===== config.mk =====
export PLATFORM = sky130hd
export DESIGN_NAME = aca_add_ctrl_flat
export DESIGN_NICKNAME = d
export VERILOG_FILES = /design/src/rtl/aca_ctrl_pkg.sv /design/src/rtl/aca_add_ctrl_if.sv /design/src/rtl/aca_chunk_add.sv /design/src/rtl/aca_add_ctrl.sv /design/src/flat_wrapper.sv
export SDC_FILE = /design/constraint.sdc
export NUM_CORES = 1
export LEC_CHECK = 0
export BUFFER_PORTS_ARGS = -buffer_cell sky130_fd_sc_hd__buf_4
export CORE_ASPECT_RATIO = 1.4
export CORE_MARGIN = 4
export CORE_UTILIZATION = 50
export DETAILED_ROUTE_END_ITERATION = 10
export PLACE_DENSITY = 0.75
export SKIP_CTS_REPAIR_TIMING = 1
export SYNTH_ARGS = -nofsm -noshare
export SYNTH_HDL_FRONTEND = slang
export SYNTH_SLANG_ARGS = --single-unit

===== constraint.sdc =====
create_clock -name clk -period 15.1 [get_ports clk]
set_input_delay 0.755 -clock clk [delete_from_list [all_inputs] [get_ports clk]]
set_output_delay 0.755 -clock clk [all_outputs]
set_load 0.02 [all_outputs]

===== src/rtl/aca_ctrl_pkg.sv =====
// Shared types and defaults for the ACA-CSU adder sequencer.
package aca_ctrl_pkg;

    typedef enum logic [1:0] {
        IDLE   = 2'd0,
        APPROX = 2'd1,
        EXACT  = 2'd2,
        DONE   = 2'd3
    } state_t;

    localparam logic [1:0] MODE_APPROX = 2'd0;
    localparam logic [1:0] MODE_EXACT  = 2'd1;
    localparam logic [1:0] MODE_CHECK  = 2'd2;

    localparam int ACA_W     = 32;
    localparam int ACA_CHUNK = 8;
    localparam int ACA_CNT_W = 16;

    // The unused encoding 3 behaves exactly like CHECK.
    function automatic logic [1:0] norm_mode(input logic [1:0] m);
        return (m == 2'd3) ? MODE_CHECK : m;
    endfunction

endpackage


===== src/rtl/aca_add_ctrl_if.sv =====
// Producer / adder / consumer signal bundle of the adder sequencer.
interface aca_add_ctrl_if
    import aca_ctrl_pkg::*;
#(
    parameter int W     = ACA_W,
    parameter int CNT_W = ACA_CNT_W
);
    logic [1:0]       mode;
    logic             in_valid;
    logic             in_ready;
    logic [W-1:0]     in_a;
    logic [W-1:0]     in_b;
    logic [W-1:0]     add_a;
    logic [W-1:0]     add_b;
    logic [W:0]       add_sum;
    logic             out_valid;
    logic             out_ready;
    logic [W:0]       out_sum;
    logic             out_err;
    logic             clr_cnt;
    logic [CNT_W-1:0] op_cnt;
    logic [CNT_W-1:0] err_cnt;

    // Environment side: producer, external adder and consumer.
    modport master (
        output mode, in_valid, in_a, in_b, add_sum, out_ready, clr_cnt,
        input  in_ready, add_a, add_b, out_valid, out_sum, out_err, op_cnt, err_cnt
    );

    modport slave (
        input  mode, in_valid, in_a, in_b, add_sum, out_ready, clr_cnt,
        output in_ready, add_a, add_b, out_valid, out_sum, out_err, op_cnt, err_cnt
    );

endinterface


===== src/rtl/aca_chunk_add.sv =====
// CHUNK-bit ripple-carry adder slice, reused every EXACT cycle.
module aca_chunk_add #(
    parameter int CHUNK = 8
) (
    input  logic [CHUNK-1:0] a,
    input  logic [CHUNK-1:0] b,
    input  logic             cin,
    output logic [CHUNK-1:0] sum,
    output logic             cout
);

    logic [CHUNK:0] c;

    always_comb begin
        c    = '0;
        sum  = '0;
        c[0] = cin;
        for (int i = 0; i < CHUNK; i++) begin
            sum[i]   = a[i] ^ b[i] ^ c[i];
            c[i + 1] = (a[i] & b[i]) | (c[i] & (a[i] ^ b[i]));
        end
        cout = c[CHUNK];
    end

endmodule


===== src/rtl/aca_add_ctrl.sv =====
// Sequencer for the external approximate adder: latches operands, optionally
// rebuilds the exact sum chunk by chunk, flags mismatches and counts results.
module aca_add_ctrl
    import aca_ctrl_pkg::*;
#(
    parameter int W     = ACA_W,
    parameter int CHUNK = ACA_CHUNK,
    parameter int CNT_W = ACA_CNT_W
) (
    input  logic          clk,
    input  logic          rst_n,
    aca_add_ctrl_if.slave bus
);

    // W must be a whole number of chunks.
    localparam int NCH   = W / CHUNK;
    localparam int IDX_W = (NCH > 1) ? $clog2(NCH) : 1;
    localparam logic [IDX_W-1:0] LAST = IDX_W'(NCH - 1);

    state_t           state;
    logic [1:0]       mode_r;
    logic [W:0]       approx_r;
    logic [W:0]       exact_r;
    logic [W:0]       exact_nxt;
    logic [IDX_W-1:0] idx;
    logic             carry;
    logic [CHUNK-1:0] ch_a;
    logic [CHUNK-1:0] ch_b;
    logic [CHUNK-1:0] ch_s;
    logic             ch_co;
    logic             hs;

    assign bus.in_ready  = (state == IDLE);
    assign bus.out_valid = (state == DONE);
    assign hs            = bus.out_valid & bus.out_ready;

    assign ch_a = bus.add_a[idx*CHUNK +: CHUNK];
    assign ch_b = bus.add_b[idx*CHUNK +: CHUNK];

    aca_chunk_add #(.CHUNK(CHUNK)) u_chunk (
        .a    (ch_a),
        .b    (ch_b),
        .cin  (carry),
        .sum  (ch_s),
        .cout (ch_co)
    );

    // Bit W tracks the running carry so it is already correct after the last chunk.
    always_comb begin
        exact_nxt                      = exact_r;
        exact_nxt[idx*CHUNK +: CHUNK]  = ch_s;
        exact_nxt[W]                   = ch_co;
    end

    always_ff @(posedge clk or negedge rst_n) begin
        if (!rst_n) begin
            state       <= IDLE;
            mode_r      <= MODE_APPROX;
            bus.add_a   <= '0;
            bus.add_b   <= '0;
            approx_r    <= '0;
            exact_r     <= '0;
            idx         <= '0;
            carry       <= 1'b0;
            bus.out_sum <= '0;
            bus.out_err <= 1'b0;
        end else begin
            case (state)
                IDLE: begin
                    if (bus.in_valid) begin
                        bus.add_a <= bus.in_a;
                        bus.add_b <= bus.in_b;
                        mode_r    <= norm_mode(bus.mode);
                        state     <= APPROX;
                    end
                end
                APPROX: begin
                    approx_r <= bus.add_sum;
                    idx      <= '0;
                    carry    <= 1'b0;
                    if (mode_r == MODE_APPROX) begin
                        bus.out_sum <= bus.add_sum;
                        bus.out_err <= 1'b0;
                        state       <= DONE;
                    end else begin
                        state <= EXACT;
                    end
                end
                EXACT: begin
                    exact_r <= exact_nxt;
                    carry   <= ch_co;
                    idx     <= idx + 1'b1;
                    if (idx == LAST) begin
                        bus.out_sum <= exact_nxt;
                        bus.out_err <= (mode_r == MODE_CHECK) && (exact_nxt != approx_r);
                        state       <= DONE;
                    end
                end
                DONE: begin
                    if (bus.out_ready) state <= IDLE;
                end
                default: state <= IDLE;
            endcase
        end
    end

    // Clear wins over a coincident increment; both counters stick at all-ones.
    always_ff @(posedge clk or negedge rst_n) begin
        if (!rst_n) begin
            bus.op_cnt  <= '0;
            bus.err_cnt <= '0;
        end else if (bus.clr_cnt) begin
            bus.op_cnt  <= '0;
            bus.err_cnt <= '0;
        end else if (hs) begin
            if (bus.op_cnt != '1)                bus.op_cnt  <= bus.op_cnt + 1'b1;
            if (bus.out_err && bus.err_cnt != '1) bus.err_cnt <= bus.err_cnt + 1'b1;
        end
    end

endmodule


===== src/flat_wrapper.sv =====
// flat-port wrapper written by rule: the top's interface ports become plain ports
module aca_add_ctrl_flat import aca_ctrl_pkg::*;
#(
    parameter int W     = ACA_W,
    parameter int CHUNK = ACA_CHUNK,
    parameter int CNT_W = ACA_CNT_W
)
  (clk, rst_n, bus_mode, bus_in_valid, bus_in_a, bus_in_b, bus_add_sum, bus_out_ready, bus_clr_cnt, bus_in_ready, bus_add_a, bus_add_b, bus_out_valid, bus_out_sum, bus_out_err, bus_op_cnt, bus_err_cnt);
  aca_add_ctrl_if #(.W(W), .CNT_W(CNT_W)) bus_i ();
  input  logic clk;
  input  logic rst_n;
  input wire logic [$bits(bus_i.mode)-1:0] bus_mode;
  input wire logic [$bits(bus_i.in_valid)-1:0] bus_in_valid;
  input wire logic [$bits(bus_i.in_a)-1:0] bus_in_a;
  input wire logic [$bits(bus_i.in_b)-1:0] bus_in_b;
  input wire logic [$bits(bus_i.add_sum)-1:0] bus_add_sum;
  input wire logic [$bits(bus_i.out_ready)-1:0] bus_out_ready;
  input wire logic [$bits(bus_i.clr_cnt)-1:0] bus_clr_cnt;
  output wire logic [$bits(bus_i.in_ready)-1:0] bus_in_ready;
  output wire logic [$bits(bus_i.add_a)-1:0] bus_add_a;
  output wire logic [$bits(bus_i.add_b)-1:0] bus_add_b;
  output wire logic [$bits(bus_i.out_valid)-1:0] bus_out_valid;
  output wire logic [$bits(bus_i.out_sum)-1:0] bus_out_sum;
  output wire logic [$bits(bus_i.out_err)-1:0] bus_out_err;
  output wire logic [$bits(bus_i.op_cnt)-1:0] bus_op_cnt;
  output wire logic [$bits(bus_i.err_cnt)-1:0] bus_err_cnt;
  assign bus_i.mode = bus_mode;
  assign bus_i.in_valid = bus_in_valid;
  assign bus_i.in_a = bus_in_a;
  assign bus_i.in_b = bus_in_b;
  assign bus_i.add_sum = bus_add_sum;
  assign bus_i.out_ready = bus_out_ready;
  assign bus_i.clr_cnt = bus_clr_cnt;
  assign bus_in_ready = bus_i.in_ready;
  assign bus_add_a = bus_i.add_a;
  assign bus_add_b = bus_i.add_b;
  assign bus_out_valid = bus_i.out_valid;
  assign bus_out_sum = bus_i.out_sum;
  assign bus_out_err = bus_i.out_err;
  assign bus_op_cnt = bus_i.op_cnt;
  assign bus_err_cnt = bus_i.err_cnt;
  aca_add_ctrl #(.W(W), .CHUNK(CHUNK), .CNT_W(CNT_W)) u_core (.clk(clk), .rst_n(rst_n), .bus(bus_i));
endmodule

# Yosys cells after proc, flatten, opt, wreduce, memory -nomap -nowiden
# Index checks and enable logic that the tools add are counted.
[op_classes]
addsub = 4
n_eq_ne = 13
shift = 4
n_mux = 21
bitwise = 41
reduce_logical = 13
[op_table]
columns = ["operator", "count"]
rows = [
  ["two-way mux 16 bit", 6],
  ["two-way mux 33 bit", 2],
  ["case mux 33 bit (2 select lines)", 1],
  ["variable part select 32 x 6 -> 8 bit", 2],
  ["negator 5 -> 34 bit", 1],
  ["variable shift 8 x 34 -> 33 bit (first input constant)", 1],
  ["variable part select 8 x 34 -> 33 bit", 1],
  ["bitwise mux 33 bit", 1],
  ["!= test 33 bit", 1],
  ["adder 16 x 1 -> 16 bit (second input constant)", 2],
  ["!= test 16 bit (second input constant)", 2],
  ["AND 1 bit", 17],
  ["XOR 1 bit", 16],
  ["== test 2 bit (second input constant)", 5],
  ["two-way mux 2 bit", 4],
  ["OR 1 bit", 8],
  ["case mux 2 bit (4 select lines)", 1],
  ["nonzero test 2 bit", 4],
  ["AND reduction 2 bit", 3],
  ["AND reduction 3 bit", 2],
  ["zero test 2 bit", 2],
  ["!= test 2 x 1 -> 1 bit (second input constant)", 2],
  ["!= test 2 bit (second input constant)", 2],
  ["case mux 1 bit (2 select lines)", 2],
  ["5 further kinds", 8],
]
[word_totals]
reg_bits = 203
in_bits = 104
output_inout_bits = 132

# Logic depth before layout (Yosys ltp)
# Gate-level depths: netlist of the first run.
[depth]
depth_word = 23
depth_mapped = 21
mapped_depth_nobuf = 18

# By module
# A second synthesis of the first run with hierarchy kept.
[hier_totals]
cells_unflattened = 892
area_unflattened_um2 = 10116.0
[by_module_without_submodules]
columns = ["mod", "n_inst", "cells_per_inst", "area_per_inst_um2", "seq_area_each_um2"]
rows = [
  ["aca_add_ctrl", 1, 874, 9918.3, 5054.8],
  ["aca_chunk_add", 1, 18, 197.7, 0.0],
]

# Worst setup path before layout of the first run
# Ideal clock, no wire load.
[synth_path]
path_type = "reg2reg"
startpoint = "reg u_core.idx[0]"
endpoint = "reg u_core.bus.out_err"
setup_time_ns = 0.136
arrival_ns = 5.815
required_ns = 14.964
setup_slack_ns = 9.149
path_stages_with_launch = 22
path_buffers = 3
synth_period_minus_slack_ns = 5.951
cell_sequence = "dfrtp_1 > buf_4 > buf_2 > buf_2 > mux4_2 > inv_1 > fa_1 > fa_1 > fa_1 > fa_1 > fa_1 > fa_1 > inv_1 > fa_1 > inv_1 > fa_1 > nor2_1 > a31oi_1 > xnor2_1 > or4_1 > nor4_1 > a31oi_1"
[synth_between]
elab_chain_cells = 23
elab_cells_between_ends = 53
cone_classes = "add/sub: 1; eq/ne: 3; shift: 4; mux: 3; bitwise: 40; reduce/logical: 2"
[synth_rtl]
columns = ["item", "line_no", "source"]
rows = [
  ["start: declaration", "aca_add_ctrl.sv:25", "logic [IDX_W-1:0] idx;"],
  ["start signal: assignment", "aca_add_ctrl.sv:92", "idx <= idx + 1'b1;"],
  ["variable part select 32 x 6 -> 8 bit (on tied branches)", "aca_add_ctrl.sv:37, aca_add_ctrl.sv:38", ""],
  ["XOR 1 bit", "aca_chunk_add.sv:19, aca_chunk_add.sv:20", ""],
  ["AND 1 bit", "aca_chunk_add.sv:20", "c[i + 1] = (a[i] & b[i]) | (c[i] & (a[i] ^ b[i]));"],
  ["OR 1 bit", "aca_chunk_add.sv:20", ""],
  ["AND 1 bit", "aca_chunk_add.sv:20", ""],
  ["OR 1 bit", "aca_chunk_add.sv:20", ""],
  ["AND 1 bit", "aca_chunk_add.sv:20", ""],
  ["OR 1 bit", "aca_chunk_add.sv:20", ""],
  ["[7 not listed]", "--", ""],
  ["OR 1 bit", "aca_chunk_add.sv:20", ""],
  ["XOR 1 bit", "aca_chunk_add.sv:19", "sum[i] = a[i] ^ b[i] ^ c[i];"],
  ["variable part select 8 x 34 -> 33 bit", "aca_add_ctrl.sv:51", "exact_nxt[idx*CHUNK +: CHUNK] = ch_s;"],
  ["bitwise mux 33 bit", "aca_add_ctrl.sv:51", ""],
  ["!= test 33 bit", "aca_add_ctrl.sv:95", "bus.out_err <= (mode_r == MODE_CHECK) && (exact_nxt != approx_r);"],
  ["logical AND 1 bit", "aca_add_ctrl.sv:95", ""],
  ["two-way mux 1 bit", "aca_add_ctrl.sv:93", "if (idx == LAST) begin"],
  ["case mux 1 bit (2 select lines)", "aca_add_ctrl.sv:68", "case (state)"],
  ["end signal: assignment", "aca_add_ctrl.sv:95", ""],
  ["end: declaration", "aca_add_ctrl_if.sv:32", "output in_ready, add_a, add_b, out_valid, out_sum, out_err, op_cnt, err_cnt"],
]
# Several ways; a longest one is shown, not always the timed one. The select of a mux whose other input is x is not followed.
# A chain may end at the register's enable or synchronous reset.

# Final worst setup path of the first run
# Ends and elaborated chain as after synthesis.

==> flow_summary.yaml, run 1 <==
route:
  remaining_drc_errors: 0
  drt-initial-drc-count: 423
  drt_first_pass_iters: 6
  antenna_left: 0
  postRouteWirelength_mm: 28.02
  via_count: 7933
  routed_via_density: 5.662
  route.detailed.wl_per_inst_um: 20.00
floorplan:
  floorplan.core_area_um2: 19840
  io_pins: 236
  die_h_um: 176.1
  chipWidth_um: 128.1
  floorplan.initialDensity_pct: 50.86
  number_of_standard_cell_rows_in_the_floorplan: 61
  die_area_um2: 22560
critical_path:
  crit_fanout: 11
  timing.critical_path.to_type: "flip-flop"
  r2r_cells: 18
  critical_path.reg2reg.startpoint: "u_core.idx[0]$_DFFE_PN0P_"
  reg2reg_setup_slack_ns: 9.02
  critPathLaunchType: "flip-flop"
  path_class: "reg2reg"
  critical_path_required_ns: 15.45
  crit_path_start: "u_core.idx[0]$_DFFE_PN0P_"
  critPathArrivalTime_ns: 6.43
clock_tree:
  number_of_levels_the_h_tree_was_split_into: 1
  clock_sinks: 202
  path_clk_slew_ns: 0.06
  maximum_clock_insertion_buffer_count: 3
  insertion_delay_ns: 0.49
  numCtsBuffers: 21
  root_buffer: "sky130_fd_sc_hd__clkbuf_16"
  cts_tree: "yes"
hold_path:
  hold_class: "in2async"
final_layout:
  antenna_cells_inserted: 0
  layout.cells.most_common: "sky130_fd_sc_hd__buf_4"
  post_route_cells_drive_above_1_share_pct: 34.64
  final_net_count: 1260
  flow.area_growth_from_synthesis_pct: 26.62
  final_cell_mix: "sky130_fd_sc_hd__buf_4 (243), sky130_fd_sc_hd__dfrtp_1 (202), sky130_fd_sc_hd__mux2_2 (96), sky130_fd_sc_hd__nand2_1 (79), sky130_fd_sc_hd__o21ai_0 (69)"
  final_cell_count_no_fill: 1401
  final_core_util_pct: 64.40
sta:
  worst-slew-pin-transition_ns: 1.009
  slew-limit-headroom_pct: 32.74
  worst_clock_skew_ns: 0.006773
  grt_setup_unrepaired: "no"
  final-max-slew-violation-count: 0
  holdWs_ns: 0.2249
  max_clock_freq_ghz: 0.1646
  timing.final.crit_share_pct: 40.24
  final_setup_violations: 0
  setup_tns_ns: 0
  hold_violations: 0
  final.min_clock_period_ns: 6.076
pwr:
  total_leakage_power_nw: 5.678
  peakVddDrop_mv: 0.1573
  power.density_cell_area_nw_per_um2: 243.8
placement:
  place.port_buffers: 235
  hpwlAfterDp_mm: 20.67
  post-place-cells: 1365
  place.gp.congestion: 0.9115
global_routing:
  grt_pass1_vias: 8372
  globalRoute.totalOverflow: 0
  grt_max_degree: 80
  globalRouteTotalUtil_pct: 24.62
  grt_first_pass_wirelength_mm: 44.38
  grt_antenna_before_repair: 0
flow_run:
  maxCapViolCount: 0
synthesis:
  synth_top_family_by_area: "multiplexers"
  synth_warnings: 0
  synth_fp_nets: 1043
  synth.area.mux_share_pct: 14.58
  syn-cell-area_um2: 10090
  synth_area_per_cell_um2: 10.98
  postSynthRegisterBits: 202
  synthAdderAreaFrac_pct: 3.074
  ys_flop_type: "sky130_fd_sc_hd__dfrtp_1"
  synth-async-reset-ratio_pct: 100.0
  synth_cells: 919
  ys_types: 66
  synth_sequential_area_ratio_pct: 50.08
  yosys.area_share.xor_xnor_pct: 4.773
  synth_compound_area_share_pct: 11.49
  synth_enable_flop_cells: 0
  synth_simple_gate_area_share_pct: 12.57
run_status:
  status: "finished, final reports clean"
## cells in the mapped netlist, types with 3 or more instances
cell type	n	share of area (%)
sky130_fd_sc_hd__nor3_1	15	0.74
sky130_fd_sc_hd__nor4_1	7	0.43
sky130_fd_sc_hd__nand3_1	24	1.2
sky130_fd_sc_hd__a311oi_1	8	0.69
sky130_fd_sc_hd__buf_2	7	0.35
sky130_fd_sc_hd__xnor2_1	38	3.3
sky130_fd_sc_hd__nor2_1	66	2.5
sky130_fd_sc_hd__nand2b_1	13	0.81
sky130_fd_sc_hd__mux2_2	96	11
sky130_fd_sc_hd__a31oi_1	11	0.68
sky130_fd_sc_hd__o21a_1	17	1.3
sky130_fd_sc_hd__o21ai_0	69	3.4
sky130_fd_sc_hd__a21o_1	4	0.30
sky130_fd_sc_hd__o32ai_1	3	0.26
sky130_fd_sc_hd__a21oi_1	26	1.3
sky130_fd_sc_hd__or2_2	3	0.19
sky130_fd_sc_hd__mux2i_1	3	0.30
sky130_fd_sc_hd__o211ai_1	3	0.22
sky130_fd_sc_hd__a311o_1	3	0.30
sky130_fd_sc_hd__o22ai_1	5	0.31
sky130_fd_sc_hd__and4_1	5	0.43
sky130_fd_sc_hd__buf_1	6	0.22
sky130_fd_sc_hd__clkbuf_1	34	1.3
sky130_fd_sc_hd__nor2b_1	19	1.2
sky130_fd_sc_hd__ha_1	12	1.5
sky130_fd_sc_hd__inv_1	36	1.3
sky130_fd_sc_hd__nand2_1	80	3.0
sky130_fd_sc_hd__a211oi_1	5	0.37
sky130_fd_sc_hd__fa_1	8	1.6
sky130_fd_sc_hd__xor2_1	17	1.5
sky130_fd_sc_hd__and3_1	6	0.37
sky130_fd_sc_hd__nand4_1	6	0.37
sky130_fd_sc_hd__mux4_2	16	3.6
sky130_fd_sc_hd__dfrtp_1	202	50
sky130_fd_sc_hd__o31ai_1	3	0.22
## final timing paths
kind,endpoint
min in group clk,u_core.approx_r[23]$_DFFE_PN0P_
max reg2reg,u_core.bus.out_err$_DFFE_PN0P_
max in group asynchronous,u_core.bus.add_b[17]$_DFFE_PN0P_
min reg2reg,u_core.bus.out_sum[24]$_DFFE_PN0P_
min,u_core.bus.err_cnt[6]$_DFFE_PN0P_
max,u_core.bus.out_err$_DFFE_PN0P_
## sequential cells by signal (all words and copies together) (netlist names), 16 cells and up
register,flops
u_core.exact_r,32
u_core.bus.err_cnt,16
u_core.bus.op_cnt,16
u_core.bus.add_a,32
u_core.approx_r,33
u_core.bus.out_sum,33
u_core.bus.add_b,32
## area by class of cell
class                      instances  area (um^2)
multi-input combinational        631         4702
clock inverter                     7        138.9
tap                              252        315.3
inverter                          36        135.1
clock buffer                      29        595.6
sequential                       202         5055
fill                            1640         7064
timing repair buffer             244         1838
## critical path: stages, from the launching register on
cell	delay (ns)
sky130_fd_sc_hd__dfrtp_1	0.72
sky130_fd_sc_hd__mux4_2	0.33
sky130_fd_sc_hd__inv_1	0.06
sky130_fd_sc_hd__fa_1	0.40
sky130_fd_sc_hd__fa_1	0.40
sky130_fd_sc_hd__fa_1	0.41
sky130_fd_sc_hd__fa_1	0.40
sky130_fd_sc_hd__fa_1	0.39
sky130_fd_sc_hd__fa_1	0.37
sky130_fd_sc_hd__inv_1	0.07
sky130_fd_sc_hd__fa_1	0.16
sky130_fd_sc_hd__inv_1	0.05
sky130_fd_sc_hd__fa_1	0.57
sky130_fd_sc_hd__nor2_1	0.30
sky130_fd_sc_hd__a31oi_1	0.18
sky130_fd_sc_hd__xnor2_1	0.18
sky130_fd_sc_hd__or4_1	0.52
sky130_fd_sc_hd__nor4_1	0.31
sky130_fd_sc_hd__a31oi_1	0.12
## per-layer routing
layer  GRT usage [%]  vias to the layer above  share of wire [%]
li1                -                     3687                  -
met2           43.20                      273                 52
met1           28.43                     3903                 37
met3           6.416                       70                7.1
met4           10.04                        0                4.2
met5               0                        -                  0
## power breakdown
group          internal [mW]  switching [mW]  leakage, nW
Combinational          0.696           0.906         2.85
Clock                  0.344           0.213        0.361
Sequential             0.768           0.188         2.47
Total                   1.81            1.31         5.68
## metrics by stage
step           cell area [um^2]  worst slack [ns]  total power [mW]
6_report                  12780             9.024             3.115
5_1_grt                   12780             8.661             3.316
4_1_cts                   12780             9.048             3.132
3_3_place_gp              12050             9.149             2.538
3_5_place_dp              12050             9.065             2.567
2_1_floorplan             10090             9.149             1.976
## kinds of logic after synthesis
family | Yosys count
AOI/OAI and AO/OA | 180
xor gates and xnor gates | 55
adders and majority gates | 20
buffers and inverters | 86
DFF | 202
muxes | 115
and+or+nand+nor | 261
Power figures use the tool's default switching activity.
==> inputs of run 2 (changes only) <==
ABC_AREA = 1   (was not set)
clock period = 5.65 ns   (was 15.1 ns; I/O delays follow)
==> flow_summary.yaml, run 2 <==
run_status:
  status: "finished, violations left"
  violated_checks: "negative hold slack"
route:
  routed_via_density: 5.368
  antenna_left: 0
  postRouteWirelength_mm: 32.81
  drt-initial-drc-count: 749
  route.detailed.wl_per_inst_um: 17.61
  via_count: 10000
  drt_first_pass_iters: 5
  remaining_drc_errors: 0
synthesis:
  synth_enable_flop_cells: 0
  ys_top_cells_by_count: "sky130_fd_sc_hd__nand2_1 (542), sky130_fd_sc_hd__dfrtp_1 (202), sky130_fd_sc_hd__a21oi_1 (96)"
  synth_sequential_area_ratio_pct: 49.61
  synth_compound_area_share_pct: 10.78
  synth_simple_gate_area_share_pct: 29.04
  syn-cell-area_um2: 10190
  synth_top_family_by_area: "simple AND/OR/NAND/NOR gates"
  synth_fp_nets: 1449
  synthAdderAreaFrac_pct: 3.046
  postSynthRegisterBits: 202
  synth_cells: 1325
  synth.area.mux_share_pct: 0.2210
  ys_flop_type: "sky130_fd_sc_hd__dfrtp_1"
  yosys.area_share.xor_xnor_pct: 1.203
  synth-async-reset-ratio_pct: 100.0
  ys_types: 39
  synth_top_cell_by_area: "sky130_fd_sc_hd__dfrtp_1"
  synth_top_cells_by_area: "sky130_fd_sc_hd__dfrtp_1 (50%), sky130_fd_sc_hd__nand2_1 (20%), sky130_fd_sc_hd__a21oi_1 (4.7%), sky130_fd_sc_hd__nor2_1 (3.4%), sky130_fd_sc_hd__inv_1 (3.3%)"
  synth.most_common_cell: "sky130_fd_sc_hd__nand2_1"
  synth_top_cell_area_share_pct: 49.61
  synth_warnings: 0
  synth_area_per_cell_um2: 7.689
floorplan:
  die_h_um: 176.9
  number_of_standard_cell_rows_in_the_floorplan: 61
  die_area_um2: 22760
  io_pins: 236
  floorplan.initialDensity_pct: 51.15
  floorplan.core_area_um2: 19920
  chipWidth_um: 128.6
global_routing:
  grt_first_pass_wirelength_mm: 49.95
  globalRoute.totalOverflow: 0
  grt_pass1_vias: 9696
  grt_max_degree: 101
  globalRouteTotalUtil_pct: 27.47
  grt_antenna_before_repair: 1
final_layout:
  final_core_util_pct: 67.69
  flow.area_growth_from_synthesis_pct: 32.35
  final_cell_mix: "sky130_fd_sc_hd__nand2_1 (541), sky130_fd_sc_hd__buf_4 (248), sky130_fd_sc_hd__dfrtp_1 (201), sky130_fd_sc_hd__a21oi_1 (96), sky130_fd_sc_hd__nor2_1 (93)"
  area_taken_by_multi_input_logic_gates_um2: 4518
  post_route_cells_drive_above_1_share_pct: 19.19
  layout.cells.most_common: "sky130_fd_sc_hd__nand2_1"
  layout.cell_area.non_filler_um2: 13480
  leading_registers_by_flop_count: "u_core.approx_r x33, u_core.bus.out_sum x33"
  register_area_um2: 5056
  final_net_count: 1719
  count_of_fill_cells_added_during_filler_insertion: 1640
clock_tree:
  number_of_levels_the_h_tree_was_split_into: 1
  cts_tree: "yes"
  clock_sinks: 202
  root_buffer: "sky130_fd_sc_hd__clkbuf_16"
  maximum_clock_insertion_buffer_count: 3
  numCtsBuffers: 21
  path_clk_slew_ns: 0.07
  insertion_delay_ns: 0.51
flow_run:
  maxCapViolCount: 0
placement:
  placed_cell_area_um2: 12130
  hpwlAfterDp_mm: 22.70
  pre_cts_slack_ns: 0.4129
  place.port_buffers: 235
  place.gp.congestion: 0.9224
critical_path:
  timing.critical_path.to_type: "flip-flop"
  crit_fanout: 33
  critical_path_required_ns: 6.04
  critPathArrivalTime_ns: 5.68
  path_class: "reg2reg"
  critPathLaunchType: "flip-flop"
sta:
  finalWorstSetupSlack_ns: 0.3674
  final-max-slew-violation-count: 0
  grt_setup_unrepaired: "no"
  hold_violations: 9
  slew-limit-headroom_pct: 27.46
  worst-slew-pin-transition_ns: 1.088
  worst_clock_skew_ns: 0.01188
  timing.final.crit_share_pct: 93.50
  final.min_clock_period_ns: 5.283
  final_setup_violations: 0
  holdWs_ns: -0.008408
  max_clock_freq_ghz: 0.1893
  setup_tns_ns: 0
pwr:
  total_leakage_power_nw: 6.926
  power.density_cell_area_nw_per_um2: 620.8
  peakVddDrop_mv: 0.3701
hold_path:
  hold_class: "in2reg"
run 2: cell count changes after synthesis, moves of 16 or more:
cell / before / now
sky130_fd_sc_hd__nand2_1: 80 / 542
sky130_fd_sc_hd__mux2_2: 96 / 2
sky130_fd_sc_hd__a21oi_1: 26 / 96
sky130_fd_sc_hd__inv_1: 36 / 90
sky130_fd_sc_hd__nand3_1: 24 / 66
sky130_fd_sc_hd__xnor2_1: 38 / 0
sky130_fd_sc_hd__nor2_1: 66 / 93
sky130_fd_sc_hd__nor2b_1: 19 / 0
sky130_fd_sc_hd__o21a_1: 17 / 0
sky130_fd_sc_hd__mux4_2: 16 / 0
run 2: cells by family after synthesis:
kind of cell | Yosys count
AND/OR/NAND/NOR | 738
flip-flops | 202
AO/OA/AOI/OAI | 195
buffers and inverters | 154
adder cells (fa/ha/maj) | 20
XOR/XNOR | 14
multiplexers | 2
run 2: critical path, cell delays in order (launching register included):
cell	delay, ns
sky130_fd_sc_hd__dfrtp_2	0.58
sky130_fd_sc_hd__buf_4	0.43
sky130_fd_sc_hd__nand2_1	0.11
sky130_fd_sc_hd__a32o_1	0.28
sky130_fd_sc_hd__fa_1	0.40
sky130_fd_sc_hd__fa_1	0.39
sky130_fd_sc_hd__fa_1	0.39
sky130_fd_sc_hd__fa_1	0.39
sky130_fd_sc_hd__fa_1	0.38
sky130_fd_sc_hd__inv_1	0.08
sky130_fd_sc_hd__fa_1	0.15
sky130_fd_sc_hd__inv_1	0.05
sky130_fd_sc_hd__fa_1	0.47
sky130_fd_sc_hd__nor2_1	0.23
sky130_fd_sc_hd__nand3_1	0.14
sky130_fd_sc_hd__nand3_1	0.10
sky130_fd_sc_hd__nand2_1	0.05
sky130_fd_sc_hd__nor2_1	0.11
sky130_fd_sc_hd__nand2_1	0.06
sky130_fd_sc_hd__nor2_1	0.10
sky130_fd_sc_hd__nand3_1	0.09
sky130_fd_sc_hd__o21bai_1	0.12
sky130_fd_sc_hd__nand2_1	0.06
run 2: metrics by stage:
step / power (mW) / std cells
final: 8.371 / 1863
after global routing: 8.937 / 1863
after CTS: 8.329 / 1806
after detailed placement: 6.668 / 1768
after global placement: 6.590 / 1768
after floorplan: 5.080 / 1325
run 2: metal layers:
| layer | up-vias | part of all wire, % | GRT usage (%) |
|---|---|---|---|
| li1 | 4777 | - | - |
| met1 | 4749 | 38 | 34.12 |
| met2 | 386 | 51 | 47.66 |
| met3 | 88 | 6.4 | 4.771 |
| met4 | 0 | 4.3 | 10.25 |
| met5 | - | 0 | 0 |
run 2: path summary, 6_finish.rpt:
kind                       depth (start not counted)  slack [ns]                          endpoint                           from
max                                               22        0.37    u_core.bus.out_err$_DFFE_PN0P_      u_core.idx[0]$_DFFE_PN0P_
min                                                3      -0.008  u_core.bus.add_b[18]$_DFFE_PN0P_                   bus_in_b[18]
max reg2reg                                       22        0.37    u_core.bus.out_err$_DFFE_PN0P_      u_core.idx[0]$_DFFE_PN0P_
min reg2reg                                        2        0.48     u_core.exact_r[2]$_DFFE_PN0P_  u_core.exact_r[2]$_DFFE_PN0P_
max in group asynchronous                          3        3.84     u_core.exact_r[9]$_DFFE_PN0P_                          rst_n
min in group asynchronous                          2        0.44   u_core.bus.add_a[4]$_DFFE_PN0P_                          rst_n
run 2: power breakdown:
group          switching (mW)  internal, mW
Clock                   0.601          1.02
Combinational            2.73          1.53
Sequential              0.466          2.02
Total                    3.80          4.58
run 2: final cells by class:
class / count / share of cell area (%)
clock inverters: 13 / 1.809
well taps: 252 / 2.338
clock buffers: 25 / 4.083
inverters: 96 / 2.682
flip-flops and latches: 202 / 37.50
repair buffers: 305 / 18.07
diodes: 1 / 0.01856
multi-input cells: 969 / 33.51
